## src/rtl/instr_fetch_stage_pkg.sv

```systemverilog
// Shared types and constants for the LEGv8 instruction fetch stage.
// Optional misaligned-redirect checking is enabled with IFETCH_MISALIGN_CHK_EN.
package if_pkg;

    localparam int INSTR_W    = 32;
    localparam int OPCODE_MSB = 31;
    localparam int OPCODE_LSB = 21;
    localparam int OPCODE_W   = OPCODE_MSB - OPCODE_LSB + 1;
    localparam int PC_INC     = 4;

    typedef enum logic [1:0] {
        FETCH = 2'd0,
        FULL  = 2'd1,
        HALT  = 2'd2
    } fetch_state_e;

    function automatic logic [OPCODE_W-1:0] opcode_of(input logic [INSTR_W-1:0] instr);
        return instr[OPCODE_MSB:OPCODE_LSB];
    endfunction

endpackage

```

## src/rtl/instr_fetch_stage_if.sv

```systemverilog
// Memory handshake plus decode-side bus of the fetch stage.
// if_fault exists only when IFETCH_MISALIGN_CHK_EN is defined.
interface instr_fetch_stage_if #(
    parameter int ADDR_W = 64
);
    import if_pkg::*;

    logic                imem_req;
    logic [ADDR_W-1:0]   imem_addr;
    logic                imem_ack;
    logic [INSTR_W-1:0]  imem_rdata;
    logic                stall;
    logic                redirect;
    logic [ADDR_W-1:0]   redirect_pc;
    logic                if_valid;
    logic [ADDR_W-1:0]   if_pc;
    logic [INSTR_W-1:0]  if_instr;
    logic [OPCODE_W-1:0] if_opcode;
`ifdef IFETCH_MISALIGN_CHK_EN
    logic                if_fault;
`endif

    modport master (
        input  imem_ack, imem_rdata, stall, redirect, redirect_pc,
        output imem_req, imem_addr, if_valid, if_pc, if_instr, if_opcode
`ifdef IFETCH_MISALIGN_CHK_EN
        , output if_fault
`endif
    );

    modport slave (
        output imem_ack, imem_rdata, stall, redirect, redirect_pc,
        input  imem_req, imem_addr, if_valid, if_pc, if_instr, if_opcode
`ifdef IFETCH_MISALIGN_CHK_EN
        , input if_fault
`endif
    );

endinterface

```

## src/rtl/instr_fetch_stage_skid_slot.sv

```systemverilog
// Single-entry pc+instruction holding register used as the fetch skid buffer.
module if_skid_slot
    import if_pkg::*;
#(
    parameter int ADDR_W = 64
) (
    input  logic               clk,
    input  logic               rst,
    input  logic               i_load,
    input  logic               i_clear,
    input  logic [ADDR_W-1:0]  i_pc,
    input  logic [INSTR_W-1:0] i_instr,
    output logic               o_valid,
    output logic [ADDR_W-1:0]  o_pc,
    output logic [INSTR_W-1:0] o_instr
);

    logic               r_valid;
    logic [ADDR_W-1:0]  r_pc;
    logic [INSTR_W-1:0] r_instr;

    // Clear wins over load so a redirect always empties the entry.
    always_ff @(posedge clk) begin
        if (rst) begin
            r_valid <= 1'b0;
            r_pc    <= {ADDR_W{1'b0}};
            r_instr <= {INSTR_W{1'b0}};
        end else if (i_clear) begin
            r_valid <= 1'b0;
        end else if (i_load) begin
            r_valid <= 1'b1;
            r_pc    <= i_pc;
            r_instr <= i_instr;
        end else begin
            r_valid <= r_valid;
        end
    end

    assign o_valid = r_valid;
    assign o_pc    = r_pc;
    assign o_instr = r_instr;

endmodule

```

## src/rtl/instr_fetch_stage.sv

```systemverilog
// LEGv8 fetch stage: PC, req/ack fetch, registered decode slot, skid and redirect.
// Define IFETCH_MISALIGN_CHK_EN to halt with if_fault on a misaligned redirect.
module instr_fetch_stage
    import if_pkg::*;
#(
    parameter int                ADDR_W   = 64,
    parameter logic [ADDR_W-1:0] RESET_PC = {ADDR_W{1'b0}}
) (
    input  logic                clk,
    input  logic                rst,
    instr_fetch_stage_if.master bus
);

    fetch_state_e       r_state;
    logic [ADDR_W-1:0]  r_pc;
    logic               r_req;
    logic [ADDR_W-1:0]  r_addr;
    logic               r_drop;
    logic               r_valid;
    logic [ADDR_W-1:0]  r_if_pc;
    logic [INSTR_W-1:0] r_instr;

    logic               w_consume;
    logic               w_redir;
    logic               w_misalign;
    logic [ADDR_W-1:0]  w_rpc;
    logic [ADDR_W-1:0]  w_pc_inc;
    logic               w_skid_load;
    logic               w_skid_clear;
    logic               w_skid_valid;
    logic [ADDR_W-1:0]  w_skid_pc;
    logic [INSTR_W-1:0] w_skid_instr;

    assign w_consume = r_valid & ~bus.stall;
    assign w_redir   = bus.redirect & (r_state != HALT);
    assign w_pc_inc  = r_pc + ADDR_W'(PC_INC);

`ifdef IFETCH_MISALIGN_CHK_EN
    logic r_fault;

    assign w_misalign = |bus.redirect_pc[1:0];
    assign w_rpc      = bus.redirect_pc;

    // Fault is sticky until reset.
    always_ff @(posedge clk) begin
        if (rst) begin
            r_fault <= 1'b0;
        end else if (w_redir && w_misalign) begin
            r_fault <= 1'b1;
        end else begin
            r_fault <= r_fault;
        end
    end

    assign bus.if_fault = r_fault;
`else
    assign w_misalign = 1'b0;
    assign w_rpc      = bus.redirect_pc & ~ADDR_W'(2'b11);
`endif

    // Skid entry is filled only when data arrives into an occupied, stalled slot.
    always_comb begin
        w_skid_load  = 1'b0;
        w_skid_clear = 1'b0;
        if (w_redir) begin
            w_skid_clear = 1'b1;
        end else if ((r_state == FETCH) && r_req && bus.imem_ack && !r_drop && r_valid && bus.stall) begin
            w_skid_load = 1'b1;
        end else if ((r_state == FULL) && w_consume) begin
            w_skid_clear = 1'b1;
        end else begin
            w_skid_load  = 1'b0;
            w_skid_clear = 1'b0;
        end
    end

    if_skid_slot #(.ADDR_W(ADDR_W)) u_skid (
        .clk     (clk),
        .rst     (rst),
        .i_load  (w_skid_load),
        .i_clear (w_skid_clear),
        .i_pc    (r_pc),
        .i_instr (bus.imem_rdata),
        .o_valid (w_skid_valid),
        .o_pc    (w_skid_pc),
        .o_instr (w_skid_instr)
    );

    // Fetch FSM; an outstanding request is never withdrawn before its ack.
    always_ff @(posedge clk) begin
        if (rst) begin
            r_state <= FETCH;
            r_pc    <= RESET_PC;
            r_req   <= 1'b0;
            r_addr  <= {ADDR_W{1'b0}};
            r_drop  <= 1'b0;
            r_valid <= 1'b0;
            r_if_pc <= {ADDR_W{1'b0}};
            r_instr <= {INSTR_W{1'b0}};
        end else if (w_redir) begin
            r_valid <= 1'b0;
            if (w_misalign) begin
                r_state <= HALT;
                r_req   <= r_req & ~bus.imem_ack;
                r_drop  <= 1'b0;
            end else begin
                r_pc    <= w_rpc;
                r_state <= FETCH;
                if (r_req && !bus.imem_ack) begin
                    // Memory still owes us a word for the old path; eat it later.
                    r_drop <= 1'b1;
                end else begin
                    r_req  <= 1'b1;
                    r_addr <= w_rpc;
                    r_drop <= 1'b0;
                end
            end
        end else begin
            if (w_consume) begin
                r_valid <= 1'b0;
            end
            case (r_state)
                FETCH: begin
                    if (!r_req) begin
                        r_req  <= 1'b1;
                        r_addr <= r_pc;
                    end else if (bus.imem_ack) begin
                        if (r_drop) begin
                            r_drop <= 1'b0;
                            r_addr <= r_pc;
                        end else begin
                            r_pc <= w_pc_inc;
                            if (!r_valid || !bus.stall) begin
                                r_valid <= 1'b1;
                                r_if_pc <= r_pc;
                                r_instr <= bus.imem_rdata;
                                r_addr  <= w_pc_inc;
                            end else begin
                                r_state <= FULL;
                                r_req   <= 1'b0;
                            end
                        end
                    end
                end
                FULL: begin
                    if (w_consume) begin
                        r_valid <= w_skid_valid;
                        r_if_pc <= w_skid_pc;
                        r_instr <= w_skid_instr;
                        r_state <= FETCH;
                        r_req   <= 1'b1;
                        r_addr  <= r_pc;
                    end
                end
                HALT: begin
                    r_req <= r_req & ~bus.imem_ack;
                end
                default: begin
                    r_state <= FETCH;
                    r_req   <= 1'b0;
                end
            endcase
        end
    end

    assign bus.imem_req  = r_req;
    assign bus.imem_addr = r_addr;
    assign bus.if_valid  = r_valid;
    assign bus.if_pc     = r_if_pc;
    assign bus.if_instr  = r_instr;
    assign bus.if_opcode = opcode_of(r_instr);

endmodule
```

## src/flat_wrapper.sv

```systemverilog
// flat-port wrapper written by rule: the top's interface ports become plain ports
module instr_fetch_stage_flat import if_pkg::*;
#(
    parameter int                ADDR_W   = 64,
    parameter logic [ADDR_W-1:0] RESET_PC = {ADDR_W{1'b0}}
)
  (clk, rst, bus_imem_ack, bus_imem_rdata, bus_stall, bus_redirect, bus_redirect_pc, bus_imem_req, bus_imem_addr, bus_if_valid, bus_if_pc, bus_if_instr, bus_if_opcode);
  instr_fetch_stage_if #(.ADDR_W(ADDR_W)) bus_i ();
  input  logic clk;
  input  logic rst;
  input wire logic [$bits(bus_i.imem_ack)-1:0] bus_imem_ack;
  input wire logic [$bits(bus_i.imem_rdata)-1:0] bus_imem_rdata;
  input wire logic [$bits(bus_i.stall)-1:0] bus_stall;
  input wire logic [$bits(bus_i.redirect)-1:0] bus_redirect;
  input wire logic [$bits(bus_i.redirect_pc)-1:0] bus_redirect_pc;
  output wire logic [$bits(bus_i.imem_req)-1:0] bus_imem_req;
  output wire logic [$bits(bus_i.imem_addr)-1:0] bus_imem_addr;
  output wire logic [$bits(bus_i.if_valid)-1:0] bus_if_valid;
  output wire logic [$bits(bus_i.if_pc)-1:0] bus_if_pc;
  output wire logic [$bits(bus_i.if_instr)-1:0] bus_if_instr;
  output wire logic [$bits(bus_i.if_opcode)-1:0] bus_if_opcode;
  assign bus_i.imem_ack = bus_imem_ack;
  assign bus_i.imem_rdata = bus_imem_rdata;
  assign bus_i.stall = bus_stall;
  assign bus_i.redirect = bus_redirect;
  assign bus_i.redirect_pc = bus_redirect_pc;
  assign bus_imem_req = bus_i.imem_req;
  assign bus_imem_addr = bus_i.imem_addr;
  assign bus_if_valid = bus_i.if_valid;
  assign bus_if_pc = bus_i.if_pc;
  assign bus_if_instr = bus_i.if_instr;
  assign bus_if_opcode = bus_i.if_opcode;
  instr_fetch_stage #(.ADDR_W(ADDR_W), .RESET_PC(RESET_PC)) u_core (.clk(clk), .rst(rst), .bus(bus_i));
endmodule
```

## config.mk

```make
export PLATFORM = sky130hd
export DESIGN_NAME = instr_fetch_stage_flat
export DESIGN_NICKNAME = d
export VERILOG_FILES = /design/src/rtl/instr_fetch_stage_pkg.sv /design/src/rtl/instr_fetch_stage_if.sv /design/src/rtl/instr_fetch_stage_skid_slot.sv /design/src/rtl/instr_fetch_stage.sv /design/src/flat_wrapper.sv
export SDC_FILE = /design/constraint.sdc
export NUM_CORES = 1
export LEC_CHECK = 0
export BUFFER_PORTS_ARGS = -buffer_cell sky130_fd_sc_hd__buf_2
export CAP_MARGIN = 20
export CORE_UTILIZATION = 55
export DETAILED_ROUTE_END_ITERATION = 6
export PLACE_DENSITY_LB_ADDON = 0.3
export SLEW_MARGIN = 20
export SYNTH_ARGS = -nofsm -noshare
export SYNTH_HDL_FRONTEND = slang
export SYNTH_SLANG_ARGS = --single-unit
```

## constraint.sdc

```tcl
create_clock -name clk -period 2.6 [get_ports clk]
set_input_delay 0.13 -clock clk [delete_from_list [all_inputs] [get_ports clk]]
set_output_delay 0.13 -clock clk [all_outputs]
set_load 0.01 [all_outputs]
```

==> summary.txt <==
Run status
  – Status: complete, no violations

Timing
  – Worst relative slew slack: 0.376
  – RSZ-0062 raised after global routing: false
  – Period utilization: 0.977
  – Finish-stage setup viols: 0
  – Fin worst setup slack: 0.0600 ns
  – Minimum clock period: 2.54 ns
  – Worst slew pin tran: 0.935 ns
  – Final hold vios: 0
  – Setup_tns: 0 ns
  – Max Slew Vio Count: 0
  – Clock skew: 0.0197 ns
  – Fmax: 0.394 GHz

Placement
  – Placement Setup Slack: 0.205 ns
  – PortBufs: 267
  – Placed insts: 2379
  – Final HPWL from detailed placement: 32300 um
  – GPL Wtd Cong: 0.985
  – Post-DP Area: 17100 sq um

Yosys
  – Flops & latches, synth: 317
  – Ys flop type: dfxtp_1
  – Synth warn: 0
  – Synthesized instance count: 1840
  – Synth Area in Compound Gates: 0.175
  – Cell taking the most area after synthesis: dfxtp_1
  – Mean area per synthesized cell: 8.21 sq um
  – Top cells by count, synth: dfxtp_1, nand2_1, nor2_1, a21oi_1, a211oi_1
  – Post-synthesis mux area share: 0.0670
  – Number of flops mapped to enable cells by yosys: 0
  – Ranking of synthesized cells by area: dfxtp_1, a211oi_1, nand2_1
  – Post-synthesis xor/xnor area fraction: 0.0603
  – Largest family of logic cells by synthesized area: simple AND/OR/NAND/NOR gates
  – Adder-Cell Fraction of Synth Area: 0.000828
  – Ys async rst share: 0
  – Post-synthesis simple-gate area fraction: 0.216
  – Post-synthesis sequential area ratio: 0.420
  – Syn Std Cell Area: 15100 sq um
  – Synth top area share: 0.420
  – Synth unique cells: 71
  – Top-count cell post-synth: dfxtp_1

Worst setup path
  – Crit start category: flip-flop
  – Critical path class: flip-flop to flip-flop
  – Type of destination of the critical path: flip-flop
  – Worst Path Required: 3.00 ns
  – CP arrival: 2.94 ns
  – Worst-path maximum fanout: 8

Power and ir drop
  – Power share of the clock group: 0.425
  – Sw power: 3.01 mW
  – Leak: 7.03 nW
  – Sequential power share: 0.450
  – PD cells: 620 nW/um^2
  – Internal Power: 8.74 mW
  – Logic gate share of total power: 0.125
  – VDD IR max: 0.470 mV
  – Switching share of power: 0.256

Detailed routing
  – ANT nets after route: 0
  – Via Count: 14822
  – DRC: 0
  – DRT Pass-1 Iters: 5
  – Initial DRC Count: 1511
  – Final wirelength: 47400 um
  – Via-to-Cell Ratio: 5.91
  – Drt wl/cell: 18.9 um

Clocking
  – Sink Count: 317
  – CTS Buffer Depth: 3
  – Clock root buffer: clkbuf_16
  – Cts repair resizes: 0
  – CTS buffer count: 34
  – Setup bufs post-CTS: 0
  – CTS tree: yes
  – H-tree Lvls: 2
  – Clock Latency Late Sink: 0.51 ns
  – Post-CTS Hold Fix Bufs: 71
  – Reg clk slew, reported paths: 0.06 ns

Cells and area
  – Finished Layout Cells: 2509
  – Post-layout instance area: 18900 sq um
  – Nets@finish: 2247
  – Area growth syn-to-layout: 25.3%
  – Share of cells above drive strength 1: 0.217

Floorplan
  – Die area: 28100 sq um
  – Top Ports: 274
  – Starting Density: 0.561
  – Die width: 168 um
  – Die Y: 168 um
  – Core footprint: 27000 sq um
  – Placement Rows: 60

Global routing
  – Global-route wire length before repair: 74700 um
  – Pin count of the biggest net entering global routing: 140
  – Antenna violations before repair: 1
  – Total GRT Usage: 0.331
  – Number of global-route vias before repair: 14082
  – Total grt overflow: 0

Worst hold path
  – Hold Crit Class: input port to flip-flop

Job
  – Max-cap violation count: 0
==> routing by layer <==
layer  track usage  share of wire  up-vias
li1              -              -     7039
met1         0.437           0.42     6983
met2         0.537           0.47      668
met3        0.0596          0.077      132
met4         0.131          0.036        0
met5             0              0        -
==> sequential cells by signal, summed over array words and instances (netlist names) <==
name,count
u_core.bus.if_instr,32
u_core.bus.if_pc,62
u_core.bus.if_valid,1
u_core.bus.imem_addr,62
u_core.bus.imem_req,1
u_core.r_drop,1
u_core.r_pc,62
u_core.r_state,1
u_core.u_skid.o_instr,32
u_core.u_skid.o_pc,62
u_core.u_skid.o_valid,1
==> power groups by stage <==
stage / combinational [mW] / sequential, mW / clock [mW]
detailed placement: 1.36 / 5.38 / 0
CTS: 1.45 / 5.28 / 5.01
finish: 1.47 / 5.28 / 4.99
floorplan: 0.807 / 5.37 / 0
global placement: 1.33 / 5.37 / 0
global route: 1.59 / 5.30 / 5.23
==> cell usage in the layout (no fill, tap or decap), types with 10 or more instances in the layout <==
master	n
buf_2	266
or3_1	13
xnor2_1	70
nand2b_1	13
a211oi_1	141
o21ai_0	26
clkbuf_16	37
o211ai_1	16
nor4_1	18
a311oi_1	10
mux2i_1	100
o21a_1	11
a21oi_1	167
dlygate4sd3_1	71
buf_4	113
nand2_1	278
inv_1	14
nand4_1	45
nor3_1	43
nor2_1	189
xor2_1	34
nand3_1	43
dfxtp_1	316
==> final timing paths <==
kind | endpoint | slack (ns) | depth (start not counted) | start
max | u_core.r_pc[21] | 0.06 | 6 | u_core.r_pc[9]
min | u_core.r_pc[11] | 0.003 | 3 | bus_redirect_pc[11]
max reg2reg | u_core.r_pc[21] | 0.06 | 6 | u_core.r_pc[9]
min reg2reg | u_core.u_skid.o_pc[12] | 0.45 | 2 | u_core.u_skid.o_pc[12]
==> worst max-delay path, stage by stage (launching register included) <==
cell and delay (ns):
dfxtp_1 0.48, nand4_4 0.23, or4_1 0.63, nor3_4 0.45, nand2_1 0.15, xor2_1 0.18
a211oi_1 0.31
==> metrics by stage <==
| step | util | total power [mW] | hold WS (ns) |
|---|---|---|---|
| CTS | 0.702 | 11.7 | 0.00167 |
| finish | 0.703 | 11.7 | 0.00282 |
| global route | 0.703 | 12.1 | 0.0202 |
| global placement | 0.634 | 6.71 | 0.381 |
| floorplan | - | 6.18 | 0.266 |
| detailed placement | 0.634 | 6.74 | 0.387 |
==> cell families (layout without fill, tap and decap cells) <==
family,after synthesis,after routing
adder cells (fa/ha/maj),1,1
AND/OR/NAND/NOR,698,698
flip-flops,317,317
AO/OA/AOI/OAI,410,410
other,1,5
multiplexers,101,101
XOR/XNOR,104,104
buffers and inverters,208,532
==> final cells by class <==
type | count | area, sq um
sequential | 317 | 6350
clock buffer | 50 | 1020
clock inverter | 8 | 115
fill | 2134 | 8020
inverter | 15 | 57.6
antenna | 1 | 2.50
tap | 341 | 427
timing repair buffer | 459 | 3060
multi-input combinational | 1318 | 7890
No activity file was read; power rests on OpenSTA's default activity.
